`config.mk`:
```
export PLATFORM = sky130hd
export DESIGN_NAME = pipe_if_stage_flat
export DESIGN_NICKNAME = d
export VERILOG_FILES = /design/src/rtl/pipe_if_stage_pkg.sv /design/src/rtl/pipe_if_stage_if.sv /design/src/rtl/pipe_if_stage_ifid_reg.sv /design/src/rtl/pipe_if_stage.sv /design/src/flat_wrapper.sv
export SDC_FILE = /design/constraint.sdc
export NUM_CORES = 1
export LEC_CHECK = 0
export CORE_MARGIN = 5
export CORE_UTILIZATION = 44
export DETAILED_ROUTE_END_ITERATION = 8
export DONT_BUFFER_PORTS = 1
export GPL_TIMING_DRIVEN = 1
export HOLD_SLACK_MARGIN = 0.03
export PLACE_DENSITY_LB_ADDON = 0.05
export SYNTH_ARGS = -nofsm -noshare
export SYNTH_HDL_FRONTEND = slang
export SYNTH_SLANG_ARGS = --single-unit
```
`constraint.sdc`:
```
create_clock -name clk -period 3.98 [get_ports clk]
set_input_delay 0.796 -clock clk [delete_from_list [all_inputs] [get_ports clk]]
set_output_delay 0.796 -clock clk [all_outputs]
set_load 0.01 [all_outputs]
```
`src/rtl/pipe_if_stage_pkg.sv`:
```
// Shared fetch-stage definitions: branch-select codes, reset defaults and FSM states.
package pipe_if_stage_pkg;

  localparam logic [1:0] BRANCH_SEQ  = 2'b00;
  localparam logic [1:0] BRANCH_BR   = 2'b01;
  localparam logic [1:0] BRANCH_JUMP = 2'b10;
  localparam logic [1:0] BRANCH_REG  = 2'b11;

  localparam logic [31:0] NOP_INST_DEFAULT = 32'h0000_0000;
  localparam logic [31:0] RESET_PC_DEFAULT = 32'h0000_0000;

  typedef enum logic [1:0] {
    ST_FETCH = 2'd0,
    ST_WAIT  = 2'd1,
    ST_HELD  = 2'd2,
    ST_DRAIN = 2'd3
  } fetch_state_t;

  // Instruction addresses are always word aligned.
  function automatic logic [31:0] word_align(input logic [31:0] a);
    return a & ~32'd3;
  endfunction

endpackage

```
`src/rtl/pipe_if_stage_if.sv`:
```
// Instruction-memory request/response handshake.
interface pipe_if_stage_if;
  logic        imem_req;
  logic [31:0] imem_addr;
  logic [31:0] imem_rdata;
  logic        imem_ready;

  modport master (output imem_req, output imem_addr, input imem_rdata, input imem_ready);
  modport slave  (input imem_req, input imem_addr, output imem_rdata, output imem_ready);
endinterface

```
`src/rtl/pipe_if_stage_ifid_reg.sv`:
```
// IF/ID pipeline register: reset, bubble insertion, load, otherwise hold.
module pipe_if_stage_ifid_reg #(
  parameter logic [31:0] NOP_INST = 32'h0000_0000
) (
  input  logic        clk,
  input  logic        rst,
  input  logic        load,
  input  logic        bubble,
  input  logic [31:0] pc_in,
  input  logic [31:0] inst_in,
  output logic [31:0] pc_p1,
  output logic [31:0] pc4_p1,
  output logic [31:0] inst_p1,
  output logic        vld_p1
);

  // Bubble keeps the PC fields so a jump target can still see the last pc4.
  always_ff @(posedge clk) begin
    if (rst) begin
      pc_p1   <= 32'd0;
      pc4_p1  <= 32'd0;
      inst_p1 <= NOP_INST;
      vld_p1  <= 1'b0;
    end else if (bubble) begin
      inst_p1 <= NOP_INST;
      vld_p1  <= 1'b0;
    end else if (load) begin
      pc_p1   <= pc_in;
      pc4_p1  <= pc_in + 32'd4;
      inst_p1 <= inst_in;
      vld_p1  <= 1'b1;
    end
  end

endmodule

```
`src/rtl/pipe_if_stage.sv`:
```
// Instruction-fetch stage: PC, fetch FSM, next-PC mux and the IF/ID register.
module pipe_if_stage
  import pipe_if_stage_pkg::*;
#(
  parameter logic [31:0] RESET_PC = RESET_PC_DEFAULT,
  parameter logic [31:0] NOP_INST = NOP_INST_DEFAULT
) (
  input  logic                   clk,
  input  logic                   rst,
  input  logic                   stall,
  input  logic [1:0]             branch_sel,
  input  logic [31:0]            branch_target,
  input  logic [31:0]            reg_target,
  pipe_if_stage_if.master        imem,
  output logic [31:0]            ifid_pc,
  output logic [31:0]            ifid_pc4,
  output logic [31:0]            ifid_inst,
  output logic                   ifid_valid,
  output logic [31:0]            fetch_count
);

  fetch_state_t state_p0, state_nxt;
  logic [31:0]  pc_p0, pc_nxt;
  logic [31:0]  rpc_p0, rpc_nxt;
  logic [31:0]  hold_p0, hold_nxt;
  logic         req_p0;
  logic         redirect;
  logic [31:0]  target;
  logic         ifid_ld, ifid_bub, use_hold;

  // A decoded redirect in ID only counts when it is a real instruction and not stalled.
  always_comb begin
    redirect = (branch_sel != BRANCH_SEQ) && !stall && ifid_valid;
    target   = pc_p0;
    case (branch_sel)
      BRANCH_BR:   target = word_align(branch_target);
      BRANCH_JUMP: target = {ifid_pc4[31:28], ifid_inst[25:0], 2'b00};
      BRANCH_REG:  target = word_align(reg_target);
      default:     target = pc_p0;
    endcase
  end

  // Fetch FSM decision: next state, next PC and IF/ID control.
  always_comb begin
    state_nxt = state_p0;
    pc_nxt    = pc_p0;
    rpc_nxt   = rpc_p0;
    hold_nxt  = hold_p0;
    ifid_ld   = 1'b0;
    ifid_bub  = 1'b0;
    use_hold  = 1'b0;
    case (state_p0)
      ST_FETCH, ST_WAIT: begin
        if (redirect && imem.imem_ready) begin
          pc_nxt    = target;
          ifid_bub  = 1'b1;
          state_nxt = ST_FETCH;
        end else if (redirect) begin
          rpc_nxt   = target;
          ifid_bub  = 1'b1;
          state_nxt = ST_DRAIN;
        end else if (imem.imem_ready && !stall) begin
          ifid_ld   = 1'b1;
          pc_nxt    = pc_p0 + 32'd4;
          state_nxt = ST_FETCH;
        end else if (imem.imem_ready) begin
          hold_nxt  = imem.imem_rdata;
          state_nxt = ST_HELD;
        end else begin
          ifid_bub  = !stall;
          state_nxt = ST_WAIT;
        end
      end
      ST_HELD: begin
        if (redirect) begin
          pc_nxt    = target;
          ifid_bub  = 1'b1;
          state_nxt = ST_FETCH;
        end else if (!stall) begin
          ifid_ld   = 1'b1;
          use_hold  = 1'b1;
          pc_nxt    = pc_p0 + 32'd4;
          state_nxt = ST_FETCH;
        end
      end
      ST_DRAIN: begin
        // The in-flight access belongs to the squashed path; discard its data.
        ifid_bub = !stall;
        if (imem.imem_ready) begin
          pc_nxt    = rpc_p0;
          state_nxt = ST_FETCH;
        end
      end
      default: state_nxt = ST_FETCH;
    endcase
  end

  // Fetch state, PC, redirect latch, hold buffer, request and delivery counter.
  always_ff @(posedge clk) begin
    if (rst) begin
      state_p0    <= ST_FETCH;
      pc_p0       <= RESET_PC;
      rpc_p0      <= RESET_PC;
      hold_p0     <= 32'd0;
      req_p0      <= 1'b1;
      fetch_count <= 32'd0;
    end else begin
      state_p0    <= state_nxt;
      pc_p0       <= pc_nxt;
      rpc_p0      <= rpc_nxt;
      hold_p0     <= hold_nxt;
      req_p0      <= (state_nxt != ST_HELD);
      fetch_count <= fetch_count + {31'd0, ifid_ld};
    end
  end

  // PC stays on the in-flight address during DRAIN, so it is the fetch address in every requesting state.
  assign imem.imem_req  = req_p0;
  assign imem.imem_addr = pc_p0;

  pipe_if_stage_ifid_reg #(
    .NOP_INST (NOP_INST)
  ) u_ifid (
    .clk     (clk),
    .rst     (rst),
    .load    (ifid_ld),
    .bubble  (ifid_bub),
    .pc_in   (pc_p0),
    .inst_in (use_hold ? hold_p0 : imem.imem_rdata),
    .pc_p1   (ifid_pc),
    .pc4_p1  (ifid_pc4),
    .inst_p1 (ifid_inst),
    .vld_p1  (ifid_valid)
  );

endmodule

```
`src/flat_wrapper.sv`:
```
// flat-port wrapper written by rule: the top's interface ports become plain ports
module pipe_if_stage_flat import pipe_if_stage_pkg::*;
#(
  parameter logic [31:0] RESET_PC = RESET_PC_DEFAULT,
  parameter logic [31:0] NOP_INST = NOP_INST_DEFAULT
)
  (clk, rst, stall, branch_sel, branch_target, reg_target, ifid_pc, ifid_pc4, ifid_inst, ifid_valid, fetch_count, imem_imem_req, imem_imem_addr, imem_imem_rdata, imem_imem_ready);
  pipe_if_stage_if imem_i ();
  input  logic clk;
  input  logic rst;
  input  logic stall;
  input  logic [1:0] branch_sel;
  input  logic [31:0] branch_target;
  input  logic [31:0] reg_target;
  output logic [31:0] ifid_pc;
  output logic [31:0] ifid_pc4;
  output logic [31:0] ifid_inst;
  output logic ifid_valid;
  output logic [31:0] fetch_count;
  output wire logic [$bits(imem_i.imem_req)-1:0] imem_imem_req;
  output wire logic [$bits(imem_i.imem_addr)-1:0] imem_imem_addr;
  input wire logic [$bits(imem_i.imem_rdata)-1:0] imem_imem_rdata;
  input wire logic [$bits(imem_i.imem_ready)-1:0] imem_imem_ready;
  assign imem_imem_req = imem_i.imem_req;
  assign imem_imem_addr = imem_i.imem_addr;
  assign imem_i.imem_rdata = imem_imem_rdata;
  assign imem_i.imem_ready = imem_imem_ready;
  pipe_if_stage #(.RESET_PC(RESET_PC), .NOP_INST(NOP_INST)) u_core (.clk(clk), .rst(rst), .stall(stall), .branch_sel(branch_sel), .branch_target(branch_target), .reg_target(reg_target), .imem(imem_i), .ifid_pc(ifid_pc), .ifid_pc4(ifid_pc4), .ifid_inst(ifid_inst), .ifid_valid(ifid_valid), .fetch_count(fetch_count));
endmodule
```
==> qor.csv <==
metric,value,unit
setup ws final,967.2,ps
Max Root-Sink Buffers,3,
Initial Util,0.4441,
total core area,23330,um2
# hold bufs at CTS,0,
"most common cell after layout, fill and taps aside",nand2_1,
CTS buffer count,26,
Worst-Margin Slew,930.1,ps
Startpoint Class,flip-flop,
die area,26720,um2
vias in the first global route,7974,
status,"finished, final reports clean",
f_max,331.9,MHz
final instance area,11240,um2
Min-Delay Path Class,primary input to flip-flop,
DRC,0,
"Data required, critical path",4440,ps
PortBufs,0,
# nets final,1272,
fraction of registers with async set/reset,0,
Max VDD drop,356.9,uV
gr usage total,0.2284,
Slew HR,0.3799,
Ports,264,
DRT antenna net count,0,
row count,56,
CTS tree,built,
minimum clock period,3013,ps
share of cells above drive strength 1,0.09958,
Worst Setup End Kind,flip-flop,
final hold violations,0,
die height,163.5,um
P_leak,3.772,nW
Post-Synthesis Cells,1221,
"Slew Viols, Final",0,
fill cell count,2280,
RSZ-0062 raised after global routing,false,
antenna violations before repair,5,
Area after DPL,10370,um2
clk_lat worst skew,520,ps
post-DR wirelength/cell,21.18,um
Ys Warns,0,
fin crit share,0.7570,
Via density,5.729,
syn_nets,1326,
TritonRoute pass-1 iters,5,
"Reg clk slew, reported paths",60,ps
H-tree depth,1,
total number of vias,8634,
Iteration-0 DRC Markers,673,
Post-synth EDFFs,0,
post-synthesis cell area,10360,um2
Inst Count DP,1458,
non-filler cells in the finished layout,1507,
worst endpoint data arrival time,3470,ps
Setup CP Type,flip-flop to flip-flop,
Clock Sinks,226,
register bit total from synthesis,226,
final total negative setup slack,0,ps
PD cells,488.1,nW/um2
most frequent cells in the layout,"nand2_1 (242), dfxtp_1 (226), nor2_1 (121), a21oi_1 (107), nor3_1 (55)",
pre-CTS WS,734.0,ps
sequential share of the synthesized area,0.4366,
Routed WL,31.91,mm
DP Wirelength,21.54,mm
GP Congestion,0.8022,
r2r setup slk,970,ps
post-CTS sizing,0,
CTS Root Cell,clkbuf_16,
largest net degree at the start of global routing,186,
prevailing post-synth register cell,dfxtp_1,
Setup-failing EPs final,0,
Mean Syn Cell Area,8.487,um2
"Setup Fix Bufs, Post-CTS",0,
Worst Path Max Fanout,7,
Chip Width,163.5,um
first-pass GRT wire length,48.76,mm
max-cap violations,0,
Overflow after GRT,0,
Area Overhead vs Synth,8.501,%
Final Skew,7.312,ps
synth unique cells,61,
hold_ws,348.9,ps
cell type report:
class / instances / area (um2) / area share
sequential: 226 / 4524 / 0.4024
inverter: 19 / 73.82 / 0.006566
tap: 319 / 399.1 / 0.03550
antenna: 3 / 7.507 / 0.0006677
clock inverter: 10 / 105.1 / 0.009348
clock buffer: 36 / 759.5 / 0.06755
timing repair buffer: 16 / 120.1 / 0.01068
multi-input combinational: 878 / 5254 / 0.4673
critical path, cell delays in order, from the launching register on:
cell and delay [ps]:
dfxtp_1 380, nor2b_1 490, nand3_1 160, and2_2 250, inv_4 60, ha_1 180, ha_1 220, inv_1 80
nor2_1 360, nand3_1 230, or3_1 390, a21oi_1 140
cell usage after synthesis, drive strengths merged, types with 2 or more instances:
master / count / area, um2
nor2b: 4 / 25.02
o22ai: 32 / 200.2
o21a: 8 / 60.06
o221a: 2 / 22.52
inv: 18 / 67.56
dfxtp: 226 / 4524
mux4: 30 / 679.4
clkbuf: 67 / 331.6
xnor2: 19 / 166.4
a211oi: 41 / 307.8
nand3: 31 / 165.2
nor4: 7 / 71.31
nor3: 59 / 310.3
nand2b: 4 / 25.02
a31oi: 8 / 50.05
or3: 7 / 43.79
o221ai: 10 / 87.58
a21oi: 107 / 535.5
a2111oi: 18 / 160.2
a221oi: 11 / 96.34
buf: 30 / 165.2
or2: 6 / 37.54
a21o: 2 / 15.01
xor2: 29 / 254.0
and3: 16 / 101.4
and4: 6 / 56.31
nor2: 123 / 461.7
and2: 4 / 25.03
nand2: 242 / 908.4
o21ai: 15 / 75.07
ha: 3 / 37.54
nand4: 20 / 137.6
or4: 4 / 37.53
path summary, 6_finish.rpt:
check,from,endpoint,cells past startpoint
worst max-delay path,u_core.state_p0[1]$_SDFF_PP0_,u_core.fetch_count[26]$_SDFF_PP0_,11
worst min-delay path,imem_imem_ready,u_core.state_p0[0]$_SDFF_PP0_,1
worst max register to register,u_core.state_p0[1]$_SDFF_PP0_,u_core.fetch_count[26]$_SDFF_PP0_,11
worst min register to register,u_core.rpc_p0[31]$_SDFFE_PP0P_,u_core.rpc_p0[31]$_SDFFE_PP0P_,2
flip-flops by register name, indices dropped and copies added, names as in the netlist:
signal	flops
u_core.fetch_count	32
u_core.hold_p0	32
u_core.imem.imem_addr	32
u_core.rpc_p0	32
u_core.u_ifid.inst_p1	32
u_core.u_ifid.pc_p1	32
u_core.u_ifid.pc4_p1	30
u_core.state_p0	2
u_core.imem.imem_req	1
u_core.u_ifid.vld_p1	1
through the flow:
stage | utilization | total power [mW]
after global routing | 0.4819 | 5.733
after detailed placement | 0.4445 | 3.145
after global placement | 0.4445 | 3.142
after floorplan | - | 3.018
final | 0.4819 | 5.488
after CTS | 0.4816 | 5.561
layer usage:
metal	vias to the layer above	routed length, um	global-route usage
met5	-	25	0
met4	4	579	0.04880
met3	44	3190	0.07292
met2	294	13540	0.3319
met1	4068	14580	0.3328
li1	4224	-	-
cells by family after synthesis:
kind of cell             after synthesis  share of synthesized area
AND/OR/NAND/NOR                      536                     0.2346
multiplexers                          30                    0.06556
XOR/XNOR                              48                    0.04057
AO/OA/AOI/OAI                        261                     0.1611
buffers and inverters                117                    0.05796
adder cells (fa/ha/maj)                3                   0.003623
flip-flops                           226                     0.4366
where the power goes:
part           switching, mW  total (mW)  internal (mW)
logic                  0.292       0.502          0.210
clock network          0.941        2.40           1.45
registers              0.210        2.59           2.38
total                   1.44        5.49           4.04
(Power assumes the default switching activity.)
